<file path="src/rtl/i2s_pkg.sv">
// rtl/i2s_pkg.sv - shared I2S sample types
// Common sample width and stereo pair layout for the capture and buffering stages.
package i2s_pkg;

  localparam int SAMPLE_W = 24;

  typedef struct packed {
    logic signed [SAMPLE_W-1:0] left;
    logic signed [SAMPLE_W-1:0] right;
  } stereo_sample_t;

endpackage

</file>
<file path="src/rtl/i2s_pair_ram.sv">
// rtl/i2s_pair_ram.sv - stereo pair storage
// One synchronous write port and an asynchronous read port; maps onto distributed RAM.
module i2s_pair_ram #(
  parameter int DEPTH = 16,
  parameter int WIDTH = 48,
  parameter int AW    = $clog2(DEPTH)
) (
  input  logic             clk_i,
  input  logic             we_i,
  input  logic [AW-1:0]    waddr_i,
  input  logic [WIDTH-1:0] wdata_i,
  input  logic [AW-1:0]    raddr_i,
  output logic [WIDTH-1:0] rdata_o
);

  logic [WIDTH-1:0] mem [DEPTH];

  always_ff @(posedge clk_i) begin
    if (we_i) begin
      mem[waddr_i] <= wdata_i;
    end
  end

  assign rdata_o = mem[raddr_i];

endmodule

</file>
<file path="src/rtl/i2s_sample_fifo.sv">
// rtl/i2s_sample_fifo.sv - stereo sample FIFO between I2S capture and consumers
// Pointers, level and drop accounting live here; pair storage is in i2s_pair_ram.
module i2s_sample_fifo
  import i2s_pkg::*;
#(
  parameter int DEPTH    = 16,
  parameter int SAMPLE_W = 24,
  parameter int CNT_W    = 16
) (
  input  logic                      clk_i,
  input  logic                      rst_i,
  input  logic [SAMPLE_W-1:0]       in_left_i,
  input  logic [SAMPLE_W-1:0]       in_right_i,
  input  logic                      in_valid_i,
  output logic [SAMPLE_W-1:0]       out_left_o,
  output logic [SAMPLE_W-1:0]       out_right_o,
  output logic                      out_valid_o,
  input  logic                      out_ready_i,
  output logic [$clog2(DEPTH):0]    level_o,
  output logic                      overflow_o,
  output logic [CNT_W-1:0]          drop_count_o,
  input  logic                      clear_ovf_i
);

  localparam int AW = $clog2(DEPTH);
  localparam int PW = AW + 1;
  localparam logic [CNT_W-1:0] CNT_MAX = {CNT_W{1'b1}};
  localparam logic [PW-1:0]    PTR_ONE = {{(PW-1){1'b0}}, 1'b1};

  logic [PW-1:0]           wr_ptr;
  logic [PW-1:0]           rd_ptr;
  logic [PW-1:0]           level;
  logic                    overflow;
  logic [CNT_W-1:0]        drop_count;
  logic                    empty;
  logic                    full;
  logic                    pop;
  logic                    push;
  logic                    drop;
  logic [2*SAMPLE_W-1:0]   head_pair;

  // Wrap bit distinguishes full from empty when the address bits match.
  assign empty = (wr_ptr == rd_ptr);
  assign full  = (wr_ptr[AW] != rd_ptr[AW]) && (wr_ptr[AW-1:0] == rd_ptr[AW-1:0]);

  assign pop  = !empty && out_ready_i;
  assign push = in_valid_i && (!full || pop);
  assign drop = in_valid_i && full && !pop;

  i2s_pair_ram #(
    .DEPTH (DEPTH),
    .WIDTH (2*SAMPLE_W),
    .AW    (AW)
  ) u_ram (
    .clk_i   (clk_i),
    .we_i    (push && !rst_i),
    .waddr_i (wr_ptr[AW-1:0]),
    .wdata_i ({in_left_i, in_right_i}),
    .raddr_i (rd_ptr[AW-1:0]),
    .rdata_o (head_pair)
  );

  always_ff @(posedge clk_i) begin
    if (rst_i) begin
      wr_ptr <= '0;
      rd_ptr <= '0;
      level  <= '0;
    end else begin
      if (push) begin
        wr_ptr <= wr_ptr + PTR_ONE;
      end
      if (pop) begin
        rd_ptr <= rd_ptr + PTR_ONE;
      end
      case ({push, pop})
        2'b10:   level <= level + PTR_ONE;
        2'b01:   level <= level - PTR_ONE;
        default: level <= level;
      endcase
    end
  end

  // A drop coinciding with clear survives the clear: flag stays set, count restarts at 1.
  always_ff @(posedge clk_i) begin
    if (rst_i) begin
      overflow   <= 1'b0;
      drop_count <= '0;
    end else begin
      if (drop) begin
        overflow <= 1'b1;
      end else if (clear_ovf_i) begin
        overflow <= 1'b0;
      end
      if (clear_ovf_i) begin
        drop_count <= drop ? {{(CNT_W-1){1'b0}}, 1'b1} : '0;
      end else if (drop && (drop_count != CNT_MAX)) begin
        drop_count <= drop_count + {{(CNT_W-1){1'b0}}, 1'b1};
      end
    end
  end

  assign out_valid_o  = !empty;
  assign out_left_o   = empty ? '0 : head_pair[2*SAMPLE_W-1:SAMPLE_W];
  assign out_right_o  = empty ? '0 : head_pair[SAMPLE_W-1:0];
  assign level_o      = level;
  assign overflow_o   = overflow;
  assign drop_count_o = drop_count;

endmodule
</file>
<file path="config.mk">
export PLATFORM = sky130hd
export DESIGN_NAME = i2s_sample_fifo
export DESIGN_NICKNAME = d
export VERILOG_FILES = /design/src/rtl/i2s_pkg.sv /design/src/rtl/i2s_pair_ram.sv /design/src/rtl/i2s_sample_fifo.sv
export SDC_FILE = /design/constraint.sdc
export NUM_CORES = 1
export LEC_CHECK = 0
export CORE_ASPECT_RATIO = 1.25
export CORE_UTILIZATION = 51
export DETAILED_ROUTE_END_ITERATION = 10
export PLACE_DENSITY_LB_ADDON = 0.25
export SLEW_MARGIN = 20
export SYNTH_ARGS = -nofsm -noshare
export SYNTH_HDL_FRONTEND = slang
export SYNTH_SLANG_ARGS = --single-unit
</file>
<file path="constraint.sdc">
create_clock -name clk_i -period 7.6 [get_ports clk_i]
set_input_delay 1.52 -clock clk_i [delete_from_list [all_inputs] [get_ports clk_i]]
set_output_delay 1.52 -clock clk_i [all_outputs]
set_load 0.02 [all_outputs]
</file>
**Word level (Yosys, flattened, before mapping)**

Memory sizes are Yosys's and may differ from the RTL's. A register that Yosys moved wholly into a read port is not among the register bits.
Index checks and enable logic that the tools add are counted.

- Memories: 1
- Memory bits (writable): 768
- Register bits after elaboration: 32
- Logic and storage cells: 44

- Reduce and logical (&&, ||, !) cells: 15
- Equal/unequal tests: 6
- Muxes and demuxes: 12
- Add/sub/neg operators: 5

Memory list:

| name | words | bits a word | read ports | clocked after memory_dff | wr ports | line | text |
|---|---|---|---|---|---|---|---|
| u_ram.mem | 16 | 48 | 1 | 1 | 1 | i2s_pair_ram.sv:16 | `logic [WIDTH-1:0] mem [DEPTH];` |

Operators by type and width:

| operator | count |
|---|---|
| two-way mux 24 bit | 2 |
| two-way mux 16 bit | 2 |
| adder 16 x 1 -> 16 bit (second input constant) | 1 |
| inequality test 16 bit (second input constant) | 1 |
| adder 5 x 1 -> 5 bit (second input constant) | 3 |
| case mux 5 bit (2 select lines) | 1 |
| two-way mux 4 bit | 2 |
| logical AND 1 bit | 7 |
| nonzero test 2 bit | 3 |
| == test 5 bit | 1 |
| two-way mux 1 bit | 5 |
| subtractor 5 x 1 -> 5 bit (second input constant) | 1 |
| == test 4 bit | 1 |
| logical NOT 1 bit | 4 |
| == test 2 x 1 -> 1 bit (second input constant) | 1 |
| == test 2 bit (second input constant) | 1 |
| logical OR 1 bit | 1 |
| inequality test 1 bit | 1 |

**Logic depth before layout (Yosys ltp)**

- Word-level depth: 8
- Gate-level depth with buffers: 11
- Mapped depth without buffers: 10

**Hierarchy**

Synthesis repeated with hierarchy kept, for this count alone.

- Cells, all modules: 1,450
- Area, all modules: 30,822.1 µm²

Modules (own cells, without submodules):

| module | cells an instance | instances | sequential area each (µm²) | area an instance (µm²) |
|---|---|---|---|---|
| i2s_pair_ram | 1,194 | 1 | 23,062.1 | 28,733.8 |
| i2s_sample_fifo | 256 | 1 | 640.6 | 2,088.3 |

**Least setup slack after synthesis**

OpenSTA, ideal clock, no wires.

- Path type: input to register
- From: input port in_valid_i
- To: memory u_ram.mem[1][0] (enable)
- Buffers on the path: 1
- Stages: 3
- Arrival time: 6,589 ps
- Library setup time: 573 ps
- Path slack: 438 ps
- Cells stage by stage: clkbuf_1 > o21ai_1 > nor4_1

- Word-level cells in the longest chain between the ends: 4

Ends and longest elaborated chain:

| element | line | text |
|---|---|---|
| start: declaration | i2s_sample_fifo.sv:14 | `input logic in_valid_i,` |
| logical AND 1 bit | i2s_sample_fifo.sv:47 | `assign push = in_valid_i && (!full \|\| pop);` |
| logical AND 1 bit | i2s_sample_fifo.sv:56 | `.we_i (push && !rst_i),` |
| two-way mux 1 bit | i2s_pair_ram.sv:19 | `if (we_i) begin` |
| two-way mux 1 bit (implied by the code) | i2s_pair_ram.sv:20 | `mem[waddr_i] <= wdata_i;` |
| end: declaration | i2s_pair_ram.sv:16 |  |

No other way between the ends.

**Worst setup path after layout**

- From: register wr_ptr[3]
- To: output port out_right_o[7]

- Word-level cells in the longest chain between the ends: 2

Ends and longest elaborated chain:

| element | line | text |
|---|---|---|
| start: declaration | i2s_sample_fifo.sv:30 | `logic [PW-1:0] wr_ptr;` |
| start signal: assignment | i2s_sample_fifo.sv:70 | `wr_ptr <= wr_ptr + PTR_ONE;` |
| == test 5 bit | i2s_sample_fifo.sv:43 | `assign empty = (wr_ptr == rd_ptr);` |
| two-way mux 24 bit | i2s_sample_fifo.sv:104 | `assign out_right_o = empty ? '0 : head_pair[SAMPLE_W-1:0];` |
| end: declaration | i2s_sample_fifo.sv:16 | `output logic [SAMPLE_W-1:0] out_right_o,` |

No other way between the ends.

==> implementation parameters <==
Parameter                              Value

Outcome
  Outcome    finished, final reports clean

Pwr
  Total Power    10.08 mW
  Power density over cell area    280.2 mW/mm²
  Reported leakage power    10.79 nW
  IR Drop Worst-Case VDD    0.0001731 V

Worst setup path
  Critical-path maximum fanout    27
  Required time reported for the critical path endpoint    6080 ps
  Crit. Startpoint    wr_ptr[3]
  Worst Setup Path Type    reg2out
  Element type at the critical path end    output port
  Number of buffers and inverters on the critical path    2
  Worst r2r dst    u_ram.mem[9][42]
  Launch point of the worst reg-to-reg path    wr_ptr[3]
  Worst reg-to-reg path cell count    6
  Worst path arrival time    4000 ps
  Critical-path cell with the highest stage delay    sky130_fd_sc_hd__nor2_4
  R2R Setup Slk    3600 ps
  Family of cells with the greatest summed delay on the critical path    simple AND/OR/NAND/NOR gates
  CP cell instances    xnor2_1 -> nand4_1 -> nor2_4 -> buf_4 -> nor2b_1 -> clkdlybuf4s50_1
  Type of origin of the critical path    flip-flop
  Max stage delay on crit path    860 ps

Drt
  Vias per Instance    6.122
  Drt pass-1 iters    6
  Remaining routing DRC violations    0
  Routed length per instance    27.73 µm
  Vias    14450
  Sum of routed wire length over all layers    65.48 mm
  Antenna Nets Post-Route    0
  Violation count after the first detailed-routing iteration    1388

Synthesis
  Sequential area share after synthesis    0.7650
  Count of distinct cell types in the synthesized netlist    44
  Adder and majority gate portion of the synthesized area    0.003220
  Share of synthesized cell area in and, or, nand and nor gates    0.02781
  Most used flip-flop cell after synthesis    sky130_fd_sc_hd__edfxtp_1
  Async SR Flop Fraction    0
  Multiplexer share of the synthesized area    0.1759
  Synthesized area divided by synthesized cell count    22.64 µm²
  Yosys warns    0
  Main combinational cell family by area after synthesis    multiplexers
  Flip-flop and latch count after synthesis    804
  Fraction of the mapped netlist area in compound gates    0.01348
  Number of nets in the synthesized netlist    1434
  Post-Synth XOR/XNOR Area    0.003622
  Count of mapped cells out of synthesis    1373
  Combined area of all synthesized cells    0.03109 mm²
  Number of synthesized flops with an enable pin    768

CTS
  Skew-Pair Late Insertion Delay    620 ps
  Clock root buffer master    sky130_fd_sc_hd__clkbuf_16
  Buffer levels on the longest clock path    3
  Buffers inserted by post-CTS timing repair    0
  CTS clk-pin slew, worst paths    70 ps
  Number of buffers inserted during clock tree synthesis    76
  H-tree depth reported by CTS    3
  Hold-fix buffers at CTS    0
  TritonCTS clock tree    built
  Count of cells resized by post-cts repair    0
  # clock sinks    804

Global routing
  Remaining global-route overflow    0
  Pin count of the biggest net entering global routing    110
  Tot GR Track Use    0.2171
  Initial antenna violation count    7
  First-pass GRT wire length    97.33 mm
  Via count of the first global-routing pass    14920

Floorplan
  Effective utilization at floorplan    0.5187
  # IOs    124
  Vertical die dimension    278.0 µm
  Floorplan row count    100
  X dimension of the die    222.8 µm
  Floorplan Core Area    0.05993 mm²
  Die Area    0.06196 mm²

Timing
  Number of pins exceeding their max-slew limit in the final report    0
  Slew @ Worst Pin    1112 ps
  Headroom to the max-slew limit    0.2587
  Min Clock Period, post-route    5521 ps
  RSZ-0062 raised after global routing    false
  Fin crit share    0.7264
  Final TNS setup    0 ps
  Count of endpoints failing setup in the final report    0
  Worst-case clock skew    23.36 ps
  Upper clock frequency limit    0.1811 GHz
  Final Hold Violating Endpoints    0

Placement
  Count of placed standard cells including taps    2219
  Placed inst area    0.03341 mm²
  Count of buffers inserted at the top-level ports    123
  Routability congestion estimate    0.7587
  Detailed placement HPWL    32.80 mm

Finish
  Net count of the finished layout    1594
  Fin area    0.03596 mm²
  Fraction of layout instances using a drive strength above 1    0.2591
  Final core utilization    0.6000
  Layout-stage area growth over the synthesis result    15.66%
  Non-filler instance count after layout    2361
  Most frequent standard cell in the layout excluding fill and tap cells    sky130_fd_sc_hd__edfxtp_1
  Most frequent cells in the layout    768 x sky130_fd_sc_hd__edfxtp_1, 240 x sky130_fd_sc_hd__mux4_2, 123 x sky130_fd_sc_hd__clkdlybuf4s50_1

Hold path
  Hold wc startpoint    overflow_o
  Hold/Removal Path Class    reg2reg
  Depth of the worst hold-timing path    2
  Destination of the worst hold path    overflow_o

Job
  Max cap viols    0
-- synthesized netlist by cell type (5+ instances only) --
library cell	number	share of area
sky130_fd_sc_hd__a21oi_1	24	0.0039
sky130_fd_sc_hd__buf_2	21	0.0034
sky130_fd_sc_hd__clkbuf_1	47	0.0057
sky130_fd_sc_hd__dfxtp_1	36	0.023
sky130_fd_sc_hd__edfxtp_1	768	0.74
sky130_fd_sc_hd__ha_1	8	0.0032
sky130_fd_sc_hd__inv_1	10	0.0012
sky130_fd_sc_hd__mux4_2	240	0.17
sky130_fd_sc_hd__nand2_1	13	0.0016
sky130_fd_sc_hd__nand2b_1	7	0.0014
sky130_fd_sc_hd__nand3_1	9	0.0014
sky130_fd_sc_hd__nor2_1	29	0.0035
sky130_fd_sc_hd__nor2b_1	52	0.010
sky130_fd_sc_hd__nor3_1	9	0.0014
sky130_fd_sc_hd__o21ai_0	10	0.0016
sky130_fd_sc_hd__o31ai_1	13	0.0031
sky130_fd_sc_hd__or3_1	5	0.0010
sky130_fd_sc_hd__or4_1	10	0.0024
sky130_fd_sc_hd__xnor2_1	8	0.0023
-- layout make-up --
type	count	area [µm²]
Multi-Input combinational cell	487	7078
Inverter	10	37.54
Tap cell	765	957.2
Antenna cell	2	5.005
Fill cell	4080	23970
Timing Repair Buffer	154	1574
Clock inverter	48	490.5
Clock buffer	91	2022
Sequential cell	804	23800
-- routing by layer --
| layer | vias up | part of all wire | global-route usage |
|---|---|---|---|
| met5 | - | 0.0010 | 0 |
| met4 | 10 | 0.019 | 0.06967 |
| met2 | 492 | 0.53 | 0.3737 |
| li1 | 6153 | - | - |
| met3 | 97 | 0.055 | 0.03399 |
| met1 | 7701 | 0.40 | 0.2849 |
-- state kept, by name, indices dropped and copies added, names as in the netlist, named ones only --
name / cells
u_ram.mem: 768
drop_count_o: 16
level_o: 5
rd_ptr: 5
wr_ptr: 5
overflow_o: 1
-- worst max-delay path by stage --
stage	to	slack, ps	depth (start not counted)
after CTS	out_right_o[3]	1820	5
after global placement	out_right_o[3]	2500	5
after floorplan	u_ram.mem[1][0]	440	3
after detailed placement	out_right_o[8]	2480	5
final	out_right_o[7]	2080	6
after global routing	out_left_o[22]	1840	6
-- cells by family (layout without fill, tap and decap cells) --
kind of cell / count (synthesis) / after routing
AOI/OAI and AO/OA: 67 / 67
xor gates and xnor gates: 12 / 12
adders and majority gates: 8 / 8
buffers and inverters: 82 / 303
DFF: 804 / 804
muxes: 246 / 246
other: 0 / 2
and+or+nand+nor: 154 / 154
-- where the power goes --
part           internal (mW)  switching [mW]  leakage [nW]
clock                   2.19            1.61          1.22
combinational          0.686           0.638          2.36
sequential              4.89          0.0559          7.21
total                   7.77            2.31          10.8
-- through the flow --
| step | hold WS, ps | setup slack (ps) |
|---|---|---|
| floorplan | 492.7 | 437.7 |
| global placement | 460.2 | 2497 |
| detailed placement | 480.3 | 2480 |
| CTS | 490.0 | 1820 |
| global route | 510.9 | 1837 |
| finish | 484.3 | 2079 |
-- worst min-delay path: stages (launching register included) --
cell and delay (ps):
sky130_fd_sc_hd__dfxtp_1 310, sky130_fd_sc_hd__nand2b_1 70, sky130_fd_sc_hd__a21oi_1 60
No activity file was read; power rests on OpenSTA's default activity.
